--- src/rtl/branch_resolve_unit.sv ---
// EX-stage branch resolution: target adder, condition evaluation, prediction check,
// multi-cycle flush generation and a direct-mapped 2-bit branch history table.
module branch_resolve_unit #(
    parameter int PC_WIDE      = 7,
    parameter int OFFSET_SHIFT = 0,
    parameter int BHT_DEPTH    = 16,
    parameter int FLUSH_CYCLES = 2
) (
    input  logic               clk,
    input  logic               rst,
    input  logic               stall,
    input  logic               valid_in,
    input  logic [2:0]         br_op,
    input  logic [PC_WIDE-1:0] pc_next,
    input  logic [31:0]        imm,
    input  logic [31:0]        rs_data,
    input  logic [31:0]        rt_data,
    input  logic               pred_taken_in,
    input  logic [PC_WIDE-1:0] lookup_pc,
    output logic               pred_taken,
    output logic [PC_WIDE-1:0] branch_pc,
    output logic               taken,
    output logic               mispredict,
    output logic [PC_WIDE-1:0] redirect_pc,
    output logic               flush,
    output logic [15:0]        mispredict_count
);

    localparam int         IDX        = (BHT_DEPTH > 1) ? $clog2(BHT_DEPTH) : 1;
    localparam logic [3:0] FLUSH_LOAD = 4'(FLUSH_CYCLES - 1);

    localparam logic [2:0] OP_NONE = 3'b000;
    localparam logic [2:0] OP_BEQ  = 3'b001;
    localparam logic [2:0] OP_BNE  = 3'b010;
    localparam logic [2:0] OP_BLEZ = 3'b011;
    localparam logic [2:0] OP_BGTZ = 3'b100;
    localparam logic [2:0] OP_BLTZ = 3'b101;
    localparam logic [2:0] OP_BGEZ = 3'b110;
    localparam logic [2:0] OP_ALWS = 3'b111;

    function automatic logic eval_cond(input logic [2:0] op, input logic [31:0] a, input logic [31:0] b);
        logic res;
        case (op)
            OP_NONE: res = 1'b0;
            OP_BEQ:  res = (a == b);
            OP_BNE:  res = (a != b);
            OP_BLEZ: res = a[31] | (a == 32'd0);
            OP_BGTZ: res = ~a[31] & (a != 32'd0);
            OP_BLTZ: res = a[31];
            OP_BGEZ: res = ~a[31];
            OP_ALWS: res = 1'b1;
            default: res = 1'b0;
        endcase
        return res;
    endfunction

    function automatic logic [1:0] sat_update(input logic [1:0] ctr, input logic up);
        logic [1:0] res;
        if (up) begin
            res = (ctr == 2'b11) ? ctr : ctr + 2'd1;
        end else begin
            res = (ctr == 2'b00) ? ctr : ctr - 2'd1;
        end
        return res;
    endfunction

    logic [1:0]         bht_q [BHT_DEPTH];
    logic [PC_WIDE-1:0] branch_pc_q, branch_pc_d;
    logic [PC_WIDE-1:0] redirect_pc_q, redirect_pc_d;
    logic               taken_q, taken_d;
    logic               mispredict_q, mispredict_d;
    logic               flush_q, flush_d;
    logic [3:0]         flush_cnt_q, flush_cnt_d;
    logic [15:0]        mis_cnt_q, mis_cnt_d;

    logic               acc_s;
    logic               cond_s;
    logic               mis_s;
    logic               bht_wr_s;
    logic [31:0]        imm_sh_s;
    logic [PC_WIDE-1:0] tgt_s;
    logic [IDX-1:0]     upd_idx_s;
    logic [1:0]         bht_new_s;
    logic               unused_s;

    // Squashed instructions (flush high) and stalled cycles are never accepted.
    assign acc_s     = valid_in & ~stall & ~flush_q;
    assign cond_s    = eval_cond(br_op, rs_data, rt_data);
    assign mis_s     = cond_s ^ pred_taken_in;
    assign imm_sh_s  = imm << OFFSET_SHIFT;
    assign tgt_s     = pc_next + imm_sh_s[PC_WIDE-1:0];
    assign upd_idx_s = pc_next[IDX-1:0];
    assign bht_wr_s  = acc_s & (br_op != OP_NONE);
    assign bht_new_s = sat_update(bht_q[upd_idx_s], cond_s);
    assign unused_s  = ^{imm_sh_s, lookup_pc};

    // Lookup reads the registered table only, so a same-cycle update is not bypassed.
    assign pred_taken       = bht_q[lookup_pc[IDX-1:0]][1];
    assign branch_pc        = branch_pc_q;
    assign taken            = taken_q;
    assign mispredict       = mispredict_q;
    assign redirect_pc      = redirect_pc_q;
    assign flush            = flush_q;
    assign mispredict_count = mis_cnt_q;

    // Next-state for result registers, flush sequencer and mispredict counter.
    always_comb begin
        branch_pc_d   = branch_pc_q;
        redirect_pc_d = redirect_pc_q;
        taken_d       = taken_q;
        mispredict_d  = mispredict_q;
        flush_d       = flush_q;
        flush_cnt_d   = flush_cnt_q;
        mis_cnt_d     = mis_cnt_q;
        if (!stall) begin
            if (acc_s) begin
                branch_pc_d   = tgt_s;
                taken_d       = cond_s;
                redirect_pc_d = cond_s ? tgt_s : pc_next;
                mispredict_d  = mis_s;
            end else begin
                taken_d      = 1'b0;
                mispredict_d = 1'b0;
            end
            if (acc_s && mis_s) begin
                flush_d     = 1'b1;
                flush_cnt_d = FLUSH_LOAD;
                if (mis_cnt_q != 16'hFFFF) begin
                    mis_cnt_d = mis_cnt_q + 16'd1;
                end else begin
                    mis_cnt_d = mis_cnt_q;
                end
            end else if (flush_q) begin
                if (flush_cnt_q == 4'd0) begin
                    flush_d = 1'b0;
                end else begin
                    flush_cnt_d = flush_cnt_q - 4'd1;
                end
            end else begin
                flush_d = 1'b0;
            end
        end else begin
            flush_d = flush_q;
        end
    end

    // Result and control state registers.
    always_ff @(posedge clk) begin
        if (rst) begin
            branch_pc_q   <= '0;
            redirect_pc_q <= '0;
            taken_q       <= 1'b0;
            mispredict_q  <= 1'b0;
            flush_q       <= 1'b0;
            flush_cnt_q   <= 4'd0;
            mis_cnt_q     <= 16'd0;
        end else begin
            branch_pc_q   <= branch_pc_d;
            redirect_pc_q <= redirect_pc_d;
            taken_q       <= taken_d;
            mispredict_q  <= mispredict_d;
            flush_q       <= flush_d;
            flush_cnt_q   <= flush_cnt_d;
            mis_cnt_q     <= mis_cnt_d;
        end
    end

    // Branch history table: weakly not-taken after reset, saturating update on resolve.
    always_ff @(posedge clk) begin
        if (rst) begin
            for (int i = 0; i < BHT_DEPTH; i++) begin
                bht_q[i] <= 2'b01;
            end
        end else if (bht_wr_s) begin
            bht_q[upd_idx_s] <= bht_new_s;
        end
    end

endmodule
--- config.mk ---
export PLATFORM = sky130hd
export DESIGN_NAME = branch_resolve_unit
export DESIGN_NICKNAME = d
export VERILOG_FILES = /design/src/rtl/branch_resolve_unit.sv
export SDC_FILE = /design/constraint.sdc
export NUM_CORES = 1
export LEC_CHECK = 0
export CELL_PAD_IN_SITES_DETAIL_PLACEMENT = 0
export CELL_PAD_IN_SITES_GLOBAL_PLACEMENT = 1
export CORE_ASPECT_RATIO = 0.6
export CORE_UTILIZATION = 37
export DETAILED_ROUTE_END_ITERATION = 16
export GPL_TIMING_DRIVEN = 0
export HOLD_SLACK_MARGIN = 0.1
export PLACE_DENSITY_LB_ADDON = 0.05
export SLEW_MARGIN = 20
export SYNTH_ARGS = -nofsm -noshare
export SYNTH_HDL_FRONTEND = slang
export SYNTH_SLANG_ARGS = --single-unit
--- constraint.sdc ---
create_clock -name clk -period 7.9 [get_ports clk]
set_input_delay 1.58 -clock clk [delete_from_list [all_inputs] [get_ports clk]]
set_output_delay 1.58 -clock clk [all_outputs]
set_load 0.005 [all_outputs]
### After elaboration in Yosys (flattened, before gate mapping)

Memory sizes are Yosys's and may differ from the RTL's.
Cells that the tools add are included.

| storage, ports and cells | value |
|---|---|
| register bits after elaboration | 37 |
| RAM bits | 32 |
| bits of input ports | 118 |
| output and inout bits | 34 |
| memories kept | 1 |

Memory list:

| name | words | width | rd ports | clocked after memory_dff | write ports | line | source |
|---|---|---|---|---|---|---|---|
| bht_q | 16 | 2 | 2 | 0 | 16 | 67 | `logic [1:0] bht_q [BHT_DEPTH];` |

| operators by class | value |
|---|---|
| $add $sub $neg | 5 |
| equal/unequal tests | 12 |
| muxes and demuxes | 21 |
| bitwise gates (word level) | 9 |
| reductions and logical operators | 12 |

Operators with widths:

| cell | count |
|---|---|
| $eq 32x32->1 | 1 |
| $logic_not 32->1 | 1 |
| $ne 32x32->1 | 1 |
| $reduce_bool 32->1 | 1 |
| $add 16x1->16 const B | 1 |
| $mux 4 | 4 |
| $ne 16x16->1 const B | 1 |
| $eq 3x3->1 const B | 4 |
| $mux 1 | 11 |
| $mux 2 | 4 |
| $pmux 1 s8 | 1 |
| $add 7x7->7 | 1 |
| $mux 7 | 1 |
| $eq 3x2->1 const B | 2 |
| $reduce_and 3->1 | 2 |
| $and 1x1->1 | 4 |
| $logic_not 4->1 | 1 |
| $sub 4x1->4 const B | 1 |
| $eq 3x1->1 const B | 1 |
| $logic_not 3->1 | 1 |
| $not 1->1 | 3 |
| $reduce_bool 3->1 | 1 |
| $add 2x1->2 const B | 1 |
| $eq 2x2->1 const B | 1 |
| other kinds (9) | 9 |

### Logic depth before layout (Yosys ltp)

| logic depth | value |
|---|---|
| word-level depth | 9 |
| mapped depth | 12 |
| gate-level depth less buffers | 11 |

### Worst setup path before layout

Ideal clock, no wire load.

| path | value |
|---|---|
| kind | input to output |
| from | in lookup_pc[0] |
| to | out pred_taken |
| arrival time | 2,516 ps |
| required time | 6,320 ps |
| setup slack | 3,804 ps |
| stages | 2 |
| path through | mux4_2 > mux4_2 |

| on the way | value |
|---|---|
| cells in the longest elaborated chain, start to end | 1 |

Ends and longest elaborated chain:

| what | line | source |
|---|---|---|
| start: declaration | 19 | `input logic [PC_WIDE-1:0] lookup_pc,` |
| $mem_v2 16x2 | -- |  |
| end: declaration | 20 | `output logic pred_taken,` |

No other way between the ends.

### Worst setup path in the final report

Same ends and word-level chain as after synthesis.

==> impl_metrics.tcl <==
set metrics [dict create \
    netlist_area_um2 4380 \
    ys_async_sr_fraction_pct 0 \
    ys_seq_elements 69 \
    area_delta_synth_final_pct 39.6 \
    hpwl_um 10700 \
    postCtsHoldBufs 0 \
    rsz0062_at_grt "no" \
    p_leak_nw 2.15 \
    syn_area_per_cell_um2 9.53 \
    slew_violations 0 \
    clock_skew_ns 0.00742 \
    cp-start-kind "input port" \
    ys.warnings.count 0 \
    synth_fp_nets 588 \
    wl_per_cell_um 17.9 \
    cts_buffers 9 \
    drt_first_pass_iters 5 \
    syn_inst 460 \
    grt_pass1_wl_um 20800 \
    path_buf_inv 2 \
    cp_slowest_cell "clkdlybuf4s50_1" \
    dieWidth_um 143 \
    clk_latency_ns 0.33 \
    grt_max_degree 13 \
    setup_viol 0 \
    max-cap-violations 0 \
    antenna_found_initial 0 \
    run_status "complete, no violations" \
    rr_worst_depth 9 \
    io_buffers 122 \
    setup_tns_ns 0 \
    path_delay_family "buffers and inverters" \
    fin_nets 721 \
    cts_tree "done" \
    row_count 30 \
    finalInstanceArea_um2 6120 \
    drive_gt1_share_pct 10.7 \
    wirelength_um 13500 \
    vdd_drop_max_mv 0.0999 \
    synth-edff-count 32 \
    synth-seq-area-share_pct 38.8 \
    yosysUniqueCellTypes 58 \
    grt_use_total_pct 22.5 \
    place_congestion 0.791 \
    path_max_fanout 4 \
    finalCritPeriodShare_pct 66.7 \
    hold_depth 2 \
    power_density_nw_per_um2 164 \
    grt_pass1_vias 3796 \
    worst_setup_path_end_kind "primary output" \
    grt.overflow.total 0 \
    die_area_um2 12300 \
    worst_pin_slew_ns 0.690 \
    via_count 3985 \
    initial_core_util_pct 38.4 \
    final_hold_viol_count 0 \
    cpPeakStageDelay_ns 0.63 \
    path_clk_slew_ns 0.05 \
    arrival_ns 3.69 \
    io_pins 152 \
    fp.dieH_um 86.3 \
    cts_buffer_depth 2 \
    drt_iter0_drc 241 \
    required_ns 6.32 \
    worst-path-stages 4 \
    fillers 1066 \
    ys.flop_type "dfxtp_1" \
    dp.cells 742 \
    instances_no_fill 758 \
    diodes 0 \
    cts_setup_buffers 0 \
    period_minus_slack_ns 5.27 \
    ant_nets 0 \
    clock-sinks 69 \
    cts_root_buf "clkbuf_16" \
    critPathKind "input port to primary output" \
    worstPathCellList "clkdlybuf4s50_1 -> mux4_2 -> mux4_2 -> clkdlybuf4s50_1" \
    drcViolationCount 0 \
    viasPerCell 5.26 \
    core_area_um2 11400 \
    ctsResizeCount 0 \
    h-tree-depth 3 \
    max_clock_freq_mhz 190 \
    max-slew-margin-rel_pct 53.9 \
    postPlaceCellArea_um2 5800 \
    hold_path_class "register to register" \
]
-- layout by cell type, fill, tap and decap left out, drive strengths merged, types with 15 or more instances in the layout --
cell type and instances:
clkdlybuf4s50 122, nand2 49, nor2 45, dfxtp 37
xor2 33, edfxtp 32, a21oi 28, clkbuf 27
nor4 21, nor3 17, nand3 16, nor2b 16
mux2 15
-- cell type report --
class | instances | area, µm² | area share [%]
clock buffer | 9 | 225 | 3.68
multi-input combinational | 354 | 2530 | 41.3
inverter | 12 | 45.0 | 0.736
clock inverter | 7 | 90.1 | 1.47
sequential | 69 | 1700 | 27.8
timing repair buffer | 122 | 1220 | 20.0
buffer | 25 | 110 | 1.80
tap | 160 | 200 | 3.27
-- cell usage after synthesis, types with 12 or more instances --
| cell type | instances | area, µm² |
|---|---|---|
| nand2_1 | 48 | 180 |
| nor2_1 | 44 | 165 |
| dfxtp_1 | 37 | 741 |
| xor2_1 | 33 | 289 |
| edfxtp_1 | 32 | 961 |
| a21oi_1 | 22 | 110 |
| nor4_1 | 19 | 119 |
| clkbuf_1 | 18 | 67.6 |
| nand3_1 | 16 | 80.1 |
| nor2b_1 | 16 | 100 |
| mux4_2 | 14 | 315 |
| o21ai_0 | 13 | 65.1 |
| inv_1 | 12 | 45.0 |
| nor3_1 | 12 | 60.1 |
-- path summary, 6_finish.rpt --
check | from | end | slack, ns
setup / recovery | lookup_pc[0] | pred_taken | 2.63
hold / removal | branch_pc[3] | branch_pc[3] | 0.45
setup reg to reg | mispredict_count[6] | mispredict_count[4] | 5.38
hold reg to reg | branch_pc[3] | branch_pc[3] | 0.45
-- flip-flops by register name (all words and copies together) (netlist names) --
name              count
bht_q                32
taken                 1
flush_cnt_q           4
redirect_pc           7
mispredict            1
branch_pc             7
flush                 1
mispredict_count     16
-- power by group --
group / switching (mW) / internal (mW) / leakage [nW]
combinational: 0.0885 / 0.0939 / 1.42
sequential: 0.00839 / 0.384 / 0.579
clock: 0.157 / 0.275 / 0.151
total: 0.254 / 0.752 / 2.15
-- logic make-up after synthesis --
logic type	after synthesis	synth area share, %
AND/OR/NAND/NOR	195	22.9
XOR/XNOR	38	7.59
AO/OA/AOI/OAI	75	11.4
buffers and inverters	37	3.54
flip-flops	69	38.8
adder cells (fa/ha/maj)	12	3.54
multiplexers	34	12.2
-- tightest hold or removal path, delay by kind of cell (launching register included) --
family | cells | cell delay [ns]
DFF | 1 | 0.30
and+or+nand+nor | 1 | 0.05
AOI/OAI and AO/OA | 1 | 0.05
-- per-layer routing --
metal | wire (µm) | vias to the layer above | share of wire [%] | GRT usage (%)
li1 | - | 1949 | - | -
met1 | 6690 | 1882 | 49 | 33.1
met2 | 5570 | 145 | 41 | 32.9
met3 | 1180 | 9 | 8.7 | 5.80
met4 | 102 | 0 | 0.75 | 4.79
met5 | 0 | - | 0 | 0
-- metrics by stage --
stage | setup slack (ns) | total power, mW | util (%) | hold WS [ns]
floorplan | 3.80 | 0.484 | - | 0.448
global placement | 2.63 | 0.579 | 50.9 | 0.447
detailed placement | 2.61 | 0.581 | 50.9 | 0.451
CTS | 2.61 | 1.01 | 53.6 | 0.458
global route | 2.57 | 1.04 | 53.6 | 0.490
finish | 2.63 | 1.01 | 53.6 | 0.454
(Power assumes the default switching activity.)
==> edit, RTL diff (config.mk and constraints unchanged) <==
Register the output `mispredict_count` once more, with the module's reset; this adds one clock of latency there. The other outputs are not delayed to match.
--- a/src/rtl/branch_resolve_unit.sv
+++ b/src/rtl/branch_resolve_unit.sv
@@ -101,7 +101,13 @@
     assign mispredict       = mispredict_q;
     assign redirect_pc      = redirect_pc_q;
     assign flush            = flush_q;
-    assign mispredict_count = mis_cnt_q;
+    always_ff @(posedge clk) begin
+        if (rst) begin
+            mispredict_count <= '0;
+        end else begin
+            mispredict_count <= mis_cnt_q;
+        end
+    end
 
     // Next-state for result registers, flush sequencer and mispredict counter.
     always_comb begin
Formal check against the unedited RTL: not equivalent (Yosys sat finds a counterexample within 4 cycles, from zero or initial values and one cycle with rst high).
==> edit against the unedited design <==
- worst hold slack improved by 0.0040 ns
- clock power increased by 3%
- clock skew increased by 0.0017 ns
- sequential cell count increased by 16
- first-iteration DRC count decreased by 5.8%
- sequential share of layout area increased by 3.0 points
- non-clock buffer count increased by 2
- wire length increased by 7.4%
- synthesized area increased by 10%
- design area increased by 7.4%
- total power increased by 9.5%
- via count increased by 9.2%
- setup slack got worse by 0.039 ns
- critical path type unchanged
- critical endpoint unchanged
- largest power group is now sequential cells
==> edit: results <==
group,metric,value,unit
grt,use_met2,0.309,
detailed_routing,vias,4352,
min_path,whs_path_depth,2,
yosys,syn_inst,503,
finish,drive_above_1_share,0.0922,
power,peakVddDrop,0.0871,mV
yosys,synthTopCellsByCount,"nand2_1, dfxtp_1, nor2_1, xor2_1, edfxtp_1",
setup_path,r2r-start,"mis_cnt_q[3]$_SDFFE_PP0P_",
finish,finalNonFillerCells,805,
setup_path,cp_max_fo,4,
place,dp_hpwl,11.5,mm
grt,grt_usage,0.225,
grt,grt_use_met1,0.325,
finish,final_nets,764,
detailed_routing,drt_iter0_drc,227,
min_path,min_from,"mis_cnt_q[10]$_SDFFE_PP0P_",
grt,first_global_vias,4299,
grt,grt_max_degree,15,
sta,whs,0.457,ns
sta,worst_pin_slew,0.896,ns
place,pre_cts_ws,2.57,ns
place,placed_cell_area,6260,um^2
yosys,synthXorXnorAreaFrac,0.0653,
min_path,hold_path_end,"mispredict_count[10]$_SDFF_PP0_",
status,status,"completed",
sta,finalClockSkew,0.00913,ns
yosys,synth_fa_ha_area_frac,0.0316,
finish,top_regs,"bht_q (32), mis_cnt_q (16), mispredict_count (16)",
place,gp_congestion,0.831,
setup_path,r2r-end,"mis_cnt_q[3]$_SDFFE_PP0P_",
detailed_routing,met2_wirelength,5.72,mm
floorplan,die_w,149,um
setup_path,r2r_slack,4.99,ns
grt,antenna_found_initial,0,
setup_path,critical_path.max_stage_delay,0.66,ns
power,power_frac_seq,0.428,
place,dp_cells,790,
grt,met3_usage,0.0768,
yosys,synth.mux.area_fraction,0.133,
power,p_leak,0.00238,uW
yosys,synth_area_leaders,"dfxtp_1, edfxtp_1, mux4_2",
power,p_clk_frac,0.402,
yosys,synth_compound_area_frac,0.0806,
setup_path,worstPathArrival,3.73,ns
grt,grt_pass1_wl,23.0,mm
detailed_routing,met3_length,1.54,mm
yosys,ys_types,55,
power,power-per-cell-area,168,nW/um^2
detailed_routing,wl_met1,7.04,mm
detailed_routing,drt-total-wl,14.6,mm
yosys,syn-num-nets,631,
## edit: cell count changes after synthesis, moves of 6 or more
cell | before | now
mux2_2 | 8 | 14
dfxtp_1 | 37 | 53
nand2_1 | 48 | 58
mux2i_1 | 5 | 12
nor4_1 | 19 | 27
nor3_1 | 12 | 20
a21oi_1 | 22 | 12
a211oi_1 | 8 | 1
a21oi_2 | 6 | 0
## edit: worst max-delay path by stage
stage / start / endpoint / slack (ns) / cells after the start
CTS: lookup_pc[0] / pred_taken / 2.56 / 4
floorplan: lookup_pc[0] / pred_taken / 3.80 / 2
global placement: lookup_pc[0] / pred_taken / 2.55 / 4
detailed placement: lookup_pc[0] / pred_taken / 2.57 / 4
global route: lookup_pc[0] / pred_taken / 2.50 / 4
finish: lookup_pc[0] / pred_taken / 2.59 / 4
## edit: layout make-up
type	count	area, um^2
plain buffers	27	120
clock buffers	12	268
clock inverters	3	43.8
fillers	1119	5800
inverters	17	63.8
multi-input cells	374	2630
flip-flops and latches	85	2020
well taps	165	206
repair buffers	122	1220
